--- config.mk ---
export PLATFORM = sky130hd
export DESIGN_NAME = hex_ascii_streamer
export DESIGN_NICKNAME = d
export VERILOG_FILES = /design/src/rtl/hex_ascii_pkg.sv /design/src/rtl/hex_ascii_streamer_nibble_to_ascii.sv /design/src/rtl/hex_ascii_streamer.sv
export SDC_FILE = /design/constraint.sdc
export NUM_CORES = 1
export LEC_CHECK = 0
export ABC_AREA = 1
export BUFFER_PORTS_ARGS = -buffer_cell sky130_fd_sc_hd__buf_2
export CAP_MARGIN = 20
export CORE_UTILIZATION = 45
export CTS_BUF_LIST = sky130_fd_sc_hd__clkbuf_4 sky130_fd_sc_hd__clkbuf_8
export DETAILED_ROUTE_END_ITERATION = 12
export PLACE_DENSITY = 0.74
export SETUP_SLACK_MARGIN = 0.1
export SYNTH_ARGS = -nofsm -noshare
export SYNTH_HDL_FRONTEND = slang
export SYNTH_SLANG_ARGS = --single-unit
--- constraint.sdc ---
create_clock -name clk -period 2.2 [get_ports clk]
set_clock_uncertainty 0.1 [all_clocks]
set_input_delay 0.11 -clock clk [delete_from_list [all_inputs] [get_ports clk]]
set_output_delay 0.11 -clock clk [all_outputs]
set_load 0.05 [all_outputs]
--- src/rtl/hex_ascii_pkg.sv ---
// Shared definitions for the hex ASCII streamer: character codes, FSM states
// and the digit-counter width helper.
package hex_ascii_pkg;

  localparam logic [7:0] ASCII_ZERO    = 8'h30;
  localparam logic [7:0] ASCII_X       = 8'h78;
  localparam logic [7:0] ASCII_CR      = 8'h0D;
  localparam logic [7:0] ASCII_LF      = 8'h0A;
  localparam logic [7:0] ASCII_UPPER_A = 8'h41;
  localparam logic [7:0] ASCII_LOWER_A = 8'h61;

  typedef enum logic [2:0] {
    ST_IDLE   = 3'd0,
    ST_PFX0   = 3'd1,
    ST_PFX1   = 3'd2,
    ST_DIGIT  = 3'd3,
    ST_EOL_CR = 3'd4,
    ST_EOL_LF = 3'd5
  } state_t;

  // Counter must hold DATA_W/4-1; a single-digit word still needs one bit.
  function automatic int cnt_width(input int data_w);
    int w;
    w = $clog2(data_w / 32'sd4);
    if (w < 32'sd1) begin
      w = 32'sd1;
    end else begin
      w = w;
    end
    return w;
  endfunction

endpackage

--- src/rtl/hex_ascii_streamer_nibble_to_ascii.sv ---
// Combinational map from one 4-bit nibble to its ASCII hex digit.
module nibble_to_ascii
  import hex_ascii_pkg::*;
(
  input  logic [3:0] nibble,
  input  logic       uppercase,
  output logic [7:0] ascii
);

  // Digits 0-9 start at '0'; 10-15 start at 'A' or 'a' depending on case.
  always_comb begin
    ascii = 8'h00;
    if (nibble < 4'd10) begin
      ascii = ASCII_ZERO + {4'h0, nibble};
    end else if (uppercase) begin
      ascii = ASCII_UPPER_A + {4'h0, nibble} - 8'd10;
    end else begin
      ascii = ASCII_LOWER_A + {4'h0, nibble} - 8'd10;
    end
  end

endmodule

--- src/rtl/hex_ascii_streamer.sv ---
// Serialises one DATA_W-bit word into ASCII hex characters with optional
// "0x" prefix and CR/LF terminator, valid/ready on both sides.
module hex_ascii_streamer
  import hex_ascii_pkg::*;
#(
  parameter int         DATA_W    = 8,
  parameter bit         PREFIX_EN = 1'b0,
  parameter logic [1:0] EOL_MODE  = 2'd0,
  parameter bit         UPPERCASE = 1'b1
) (
  input  logic              clk,
  input  logic              rst,
  input  logic              in_valid,
  input  logic [DATA_W-1:0] in_data,
  output logic              in_ready,
  output logic              out_valid,
  output logic [7:0]        out_data,
  input  logic              out_ready,
  output logic              busy
);

  localparam int CNT_W = cnt_width(DATA_W);
  localparam logic [CNT_W-1:0] CNT_LOAD = CNT_W'(DATA_W / 4 - 1);
  localparam logic [CNT_W-1:0] CNT_ONE  = CNT_W'(1);

  if ((DATA_W % 4) != 0 || DATA_W < 4 || DATA_W > 32) begin : g_bad_data_w
    $error("hex_ascii_streamer: DATA_W must be a multiple of 4 in 4..32");
  end

  state_t              state_r;
  state_t              state_nxt_s;
  state_t              eol_state_s;
  logic [DATA_W-1:0]   shift_r;
  logic [DATA_W-1:0]   shift_nxt_s;
  logic [CNT_W-1:0]    cnt_r;
  logic [CNT_W-1:0]    cnt_nxt_s;
  logic [7:0]          digit_s;
  logic [7:0]          out_data_nxt_s;
  logic                accept_s;
  logic                xfer_s;

  assign accept_s = in_valid & in_ready;
  assign xfer_s   = out_valid & out_ready;

  // Converter looks at the next-cycle MSBs so the digit register is ready
  // in the same cycle the shift register is loaded or shifted.
  nibble_to_ascii u_nibble_to_ascii (
    .nibble    (shift_nxt_s[DATA_W-1 -: 4]),
    .uppercase (UPPERCASE),
    .ascii     (digit_s)
  );

  // Where the FSM goes after the last digit.
  always_comb begin
    eol_state_s = ST_IDLE;
    if (EOL_MODE == 2'd2) begin
      eol_state_s = ST_EOL_CR;
    end else if (EOL_MODE == 2'd1) begin
      eol_state_s = ST_EOL_LF;
    end else begin
      eol_state_s = ST_IDLE;
    end
  end

  // Next-state, shift and counter logic; every non-IDLE move waits for a transfer.
  always_comb begin
    state_nxt_s = state_r;
    shift_nxt_s = shift_r;
    cnt_nxt_s   = cnt_r;
    case (state_r)
      ST_IDLE: begin
        if (accept_s) begin
          shift_nxt_s = in_data;
          cnt_nxt_s   = CNT_LOAD;
          state_nxt_s = PREFIX_EN ? ST_PFX0 : ST_DIGIT;
        end else begin
          state_nxt_s = ST_IDLE;
        end
      end
      ST_PFX0: begin
        if (xfer_s) begin
          state_nxt_s = ST_PFX1;
        end else begin
          state_nxt_s = ST_PFX0;
        end
      end
      ST_PFX1: begin
        if (xfer_s) begin
          state_nxt_s = ST_DIGIT;
        end else begin
          state_nxt_s = ST_PFX1;
        end
      end
      ST_DIGIT: begin
        if (xfer_s) begin
          shift_nxt_s = shift_r << 3'd4;
          if (cnt_r == '0) begin
            state_nxt_s = eol_state_s;
          end else begin
            cnt_nxt_s = cnt_r - CNT_ONE;
          end
        end else begin
          state_nxt_s = ST_DIGIT;
        end
      end
      ST_EOL_CR: begin
        if (xfer_s) begin
          state_nxt_s = ST_EOL_LF;
        end else begin
          state_nxt_s = ST_EOL_CR;
        end
      end
      ST_EOL_LF: begin
        if (xfer_s) begin
          state_nxt_s = ST_IDLE;
        end else begin
          state_nxt_s = ST_EOL_LF;
        end
      end
      default: begin
        state_nxt_s = ST_IDLE;
      end
    endcase
  end

  // Character presented in the state being entered.
  always_comb begin
    out_data_nxt_s = 8'h00;
    case (state_nxt_s)
      ST_PFX0:   out_data_nxt_s = ASCII_ZERO;
      ST_PFX1:   out_data_nxt_s = ASCII_X;
      ST_DIGIT:  out_data_nxt_s = digit_s;
      ST_EOL_CR: out_data_nxt_s = ASCII_CR;
      ST_EOL_LF: out_data_nxt_s = ASCII_LF;
      default:   out_data_nxt_s = 8'h00;
    endcase
  end

  // State and all outputs registered together.
  always_ff @(posedge clk) begin
    if (rst) begin
      state_r   <= ST_IDLE;
      shift_r   <= '0;
      cnt_r     <= '0;
      out_valid <= 1'b0;
      out_data  <= 8'h00;
      in_ready  <= 1'b1;
      busy      <= 1'b0;
    end else begin
      state_r   <= state_nxt_s;
      shift_r   <= shift_nxt_s;
      cnt_r     <= cnt_nxt_s;
      out_valid <= (state_nxt_s != ST_IDLE);
      out_data  <= out_data_nxt_s;
      in_ready  <= (state_nxt_s == ST_IDLE);
      busy      <= (state_nxt_s != ST_IDLE);
    end
  end

endmodule

==> results.ini <==
[status]
status = completed

[floorplan]
io_pins = 23
die_height_um = 51.1
initial_core_util_pct = 48.6
die_area_um2 = 2610
core-area_um2 = 2230
rows = 17
die_w_um = 51.1

[yosys]
synth_seq_area_share_pct = 38.8
synth_cell_types = 21
synth-compound-area-share_pct = 8.07
synth_top_family_by_area = simple AND/OR/NAND/NOR gates
synth_nets = 177
synthSimpleGateAreaFrac_pct = 43.0
yosys_warnings = 0
synth_fa_ha_area_share_pct = 1.15
avgSynthCellArea_um2 = 6.61
synthMuxAreaShare_pct = 0
syn_inst = 164
synth_xor_area_share_pct = 0
yosys_register_bits = 21
synth.cell_area_um2 = 1080

[sta]
fmax_ghz = 0.516
tns_ns = 0
rsz0062_at_grt = no
period_share_pct = 88.0
holdWs_ns = 0.0152
setup_viol = 0
min_period_ns = 1.94
slew_violations = 0
finalHoldViolCount = 0

[drt]
drtIter0Drc = 27
vias = 1117
drt-wirelength-per-cell_um = 11.2
first_pass_iters = 4
route.antenna.remaining_nets = 0
wl_mm = 2.45
viasPerCell = 5.12
drc = 0

[clock_network]
post_cts_buffers = 0
cts.clk_slew.worst_paths_ns = 0.11
cts_buffers = 3
cts_tree = built
clockBufferDepth = 2
worstSkewPairLatency_ns = 0.30
cts-root-buf = clkbuf_4
cts_num_sinks = 21
cts-htree-levels = 1

[critical_path]
critPathKind = reg -> reg
worst_ep_arrival_time_ns = 2.07
required_ns = 2.34
crit_path_end_kind = flop
start_kind = flop
crit_path_max_fanout = 5

[final_layout]
nets = 204
areaGrowthSynthToFinish_pct = 17.9
drive_above_1_share_pct = 23.7
antenna_cells = 0
post-route-util_pct = 57.3

[grt]
grt_first_pass_wirelength_mm = 4.14
grt.total_usage_pct = 21.6
antenna_found_initial = 0
grt_pass1_vias = 1003
grt_max_degree = 12
overflow = 0

[power_and_ir_drop]
p_leak_nw = 0.659
irDropWorstVdd_uv = 713
powerDensity_nw_per_um2 = 1400

[job]
drv_cap = 0

[place]
place_hpwl_mm = 1.93
gp_congestion = 0.852
port_buffers = 21

[worst_hold_path]
hold_path.class = in -> reg

-- flip-flops by register name, summed over array words and instances (netlist names) --
| register | cells |
|---|---|
| shift_r | 8 |
| out_data | 7 |
| state_r | 3 |
| busy | 1 |
| cnt_r | 1 |
| in_ready | 1 |
-- through the flow --
step           setup WS (ns)  power [mW]  instances  area, um2
2_1_floorplan          0.109        1.39        164       1080
5_1_grt                0.113        1.94        218       1280
3_3_place_gp           0.338        1.56        210       1210
6_report               0.264        1.79        218       1280
3_5_place_dp           0.293        1.59        210       1210
4_1_cts                0.245        1.79        218       1280
-- path summary, 6_finish.rpt --
path | depth (start not counted) | slack (ns) | to | start
hold / removal | 2 | 0.02 | cnt_r | rst
setup reg to reg | 15 | 0.26 | out_data[2] | state_r[0]
setup / recovery | 15 | 0.26 | out_data[2] | state_r[0]
hold reg to reg | 2 | 0.37 | shift_r[0] | shift_r[0]
-- layer usage --
| layer | track usage (%) | up-vias | wire [um] |
|---|---|---|---|
| met5 | 0 | - | 0 |
| met4 | 12.5 | 0 | 36 |
| met3 | 4.76 | 6 | 156 |
| met2 | 34.2 | 53 | 1150 |
| met1 | 26.6 | 491 | 1110 |
| li1 | - | 567 | - |
-- synth_stat cells (all sizes together) --
cell type  instances  share of area, %
conb               1              0.35
a21boi             1              0.69
nand4              2               1.7
o21ai              3               1.4
a21oi             13               6.0
nand3             21                12
nor3               2              0.92
buf                2               1.4
or2                1              0.58
dfxtp             21                39
nor2              14               5.8
clkbuf             1              0.35
ha                 1               1.2
nand2             61                22
inv               20               6.9
-- where the power goes --
group          internal (mW)  switching [mW]
Combinational          0.286           0.738
Clock                 0.0830           0.112
Sequential             0.494          0.0781
Total                  0.863           0.928
-- worst max-delay path, cell delays in order, from the launching register on --
cell and delay [ns]:
dfxtp_1 0.43, nand2_1 0.09, nor2_2 0.17, nand2_2 0.11, nand2_1 0.09, inv_2 0.06, nand2_1 0.06, nand3_1 0.10
inv_1 0.10, ha_1 0.20, inv_1 0.05, nand2_1 0.06, nand2_1 0.04, nand2_1 0.06, nand2_1 0.05, a21oi_1 0.11
-- area by class of cell --
cell class	instances	area [um2]
fill	216	955
multi-input combinational	120	571
sequential	21	423
timing repair buffer	25	145
inverter	20	75.1
tap	28	35.0
clock buffer	4	30.0
-- layout by cell type, fill, tap and decap left out, types with 2 or more instances in the layout --
| cell | instances |
|---|---|
| nor2_2 | 4 |
| clkbuf_4 | 4 |
| o21ai_0 | 2 |
| dlygate4sd3_1 | 4 |
| buf_2 | 21 |
| nand2_2 | 6 |
| a21oi_1 | 13 |
| nand3_1 | 17 |
| dfxtp_1 | 19 |
| nand2_1 | 55 |
| dfxtp_2 | 2 |
| nor2_1 | 10 |
| inv_2 | 3 |
| nor3_1 | 2 |
| nand3_2 | 4 |
| inv_1 | 17 |
-- kinds of logic after synthesis --
logic type / Yosys count
AOI/OAI and AO/OA: 17
adders and majority gates: 1
buffers and inverters: 23
DFF: 21
other: 1
and+or+nand+nor: 101
-- what timing repair did --
action	4_1_cts	5_1_grt
hold buffers	4	0
resized for setup	0	2
endpoints found under the hold margin	4	0
setup endpoints to repair	0	2
Power figures use the tool's default switching activity.
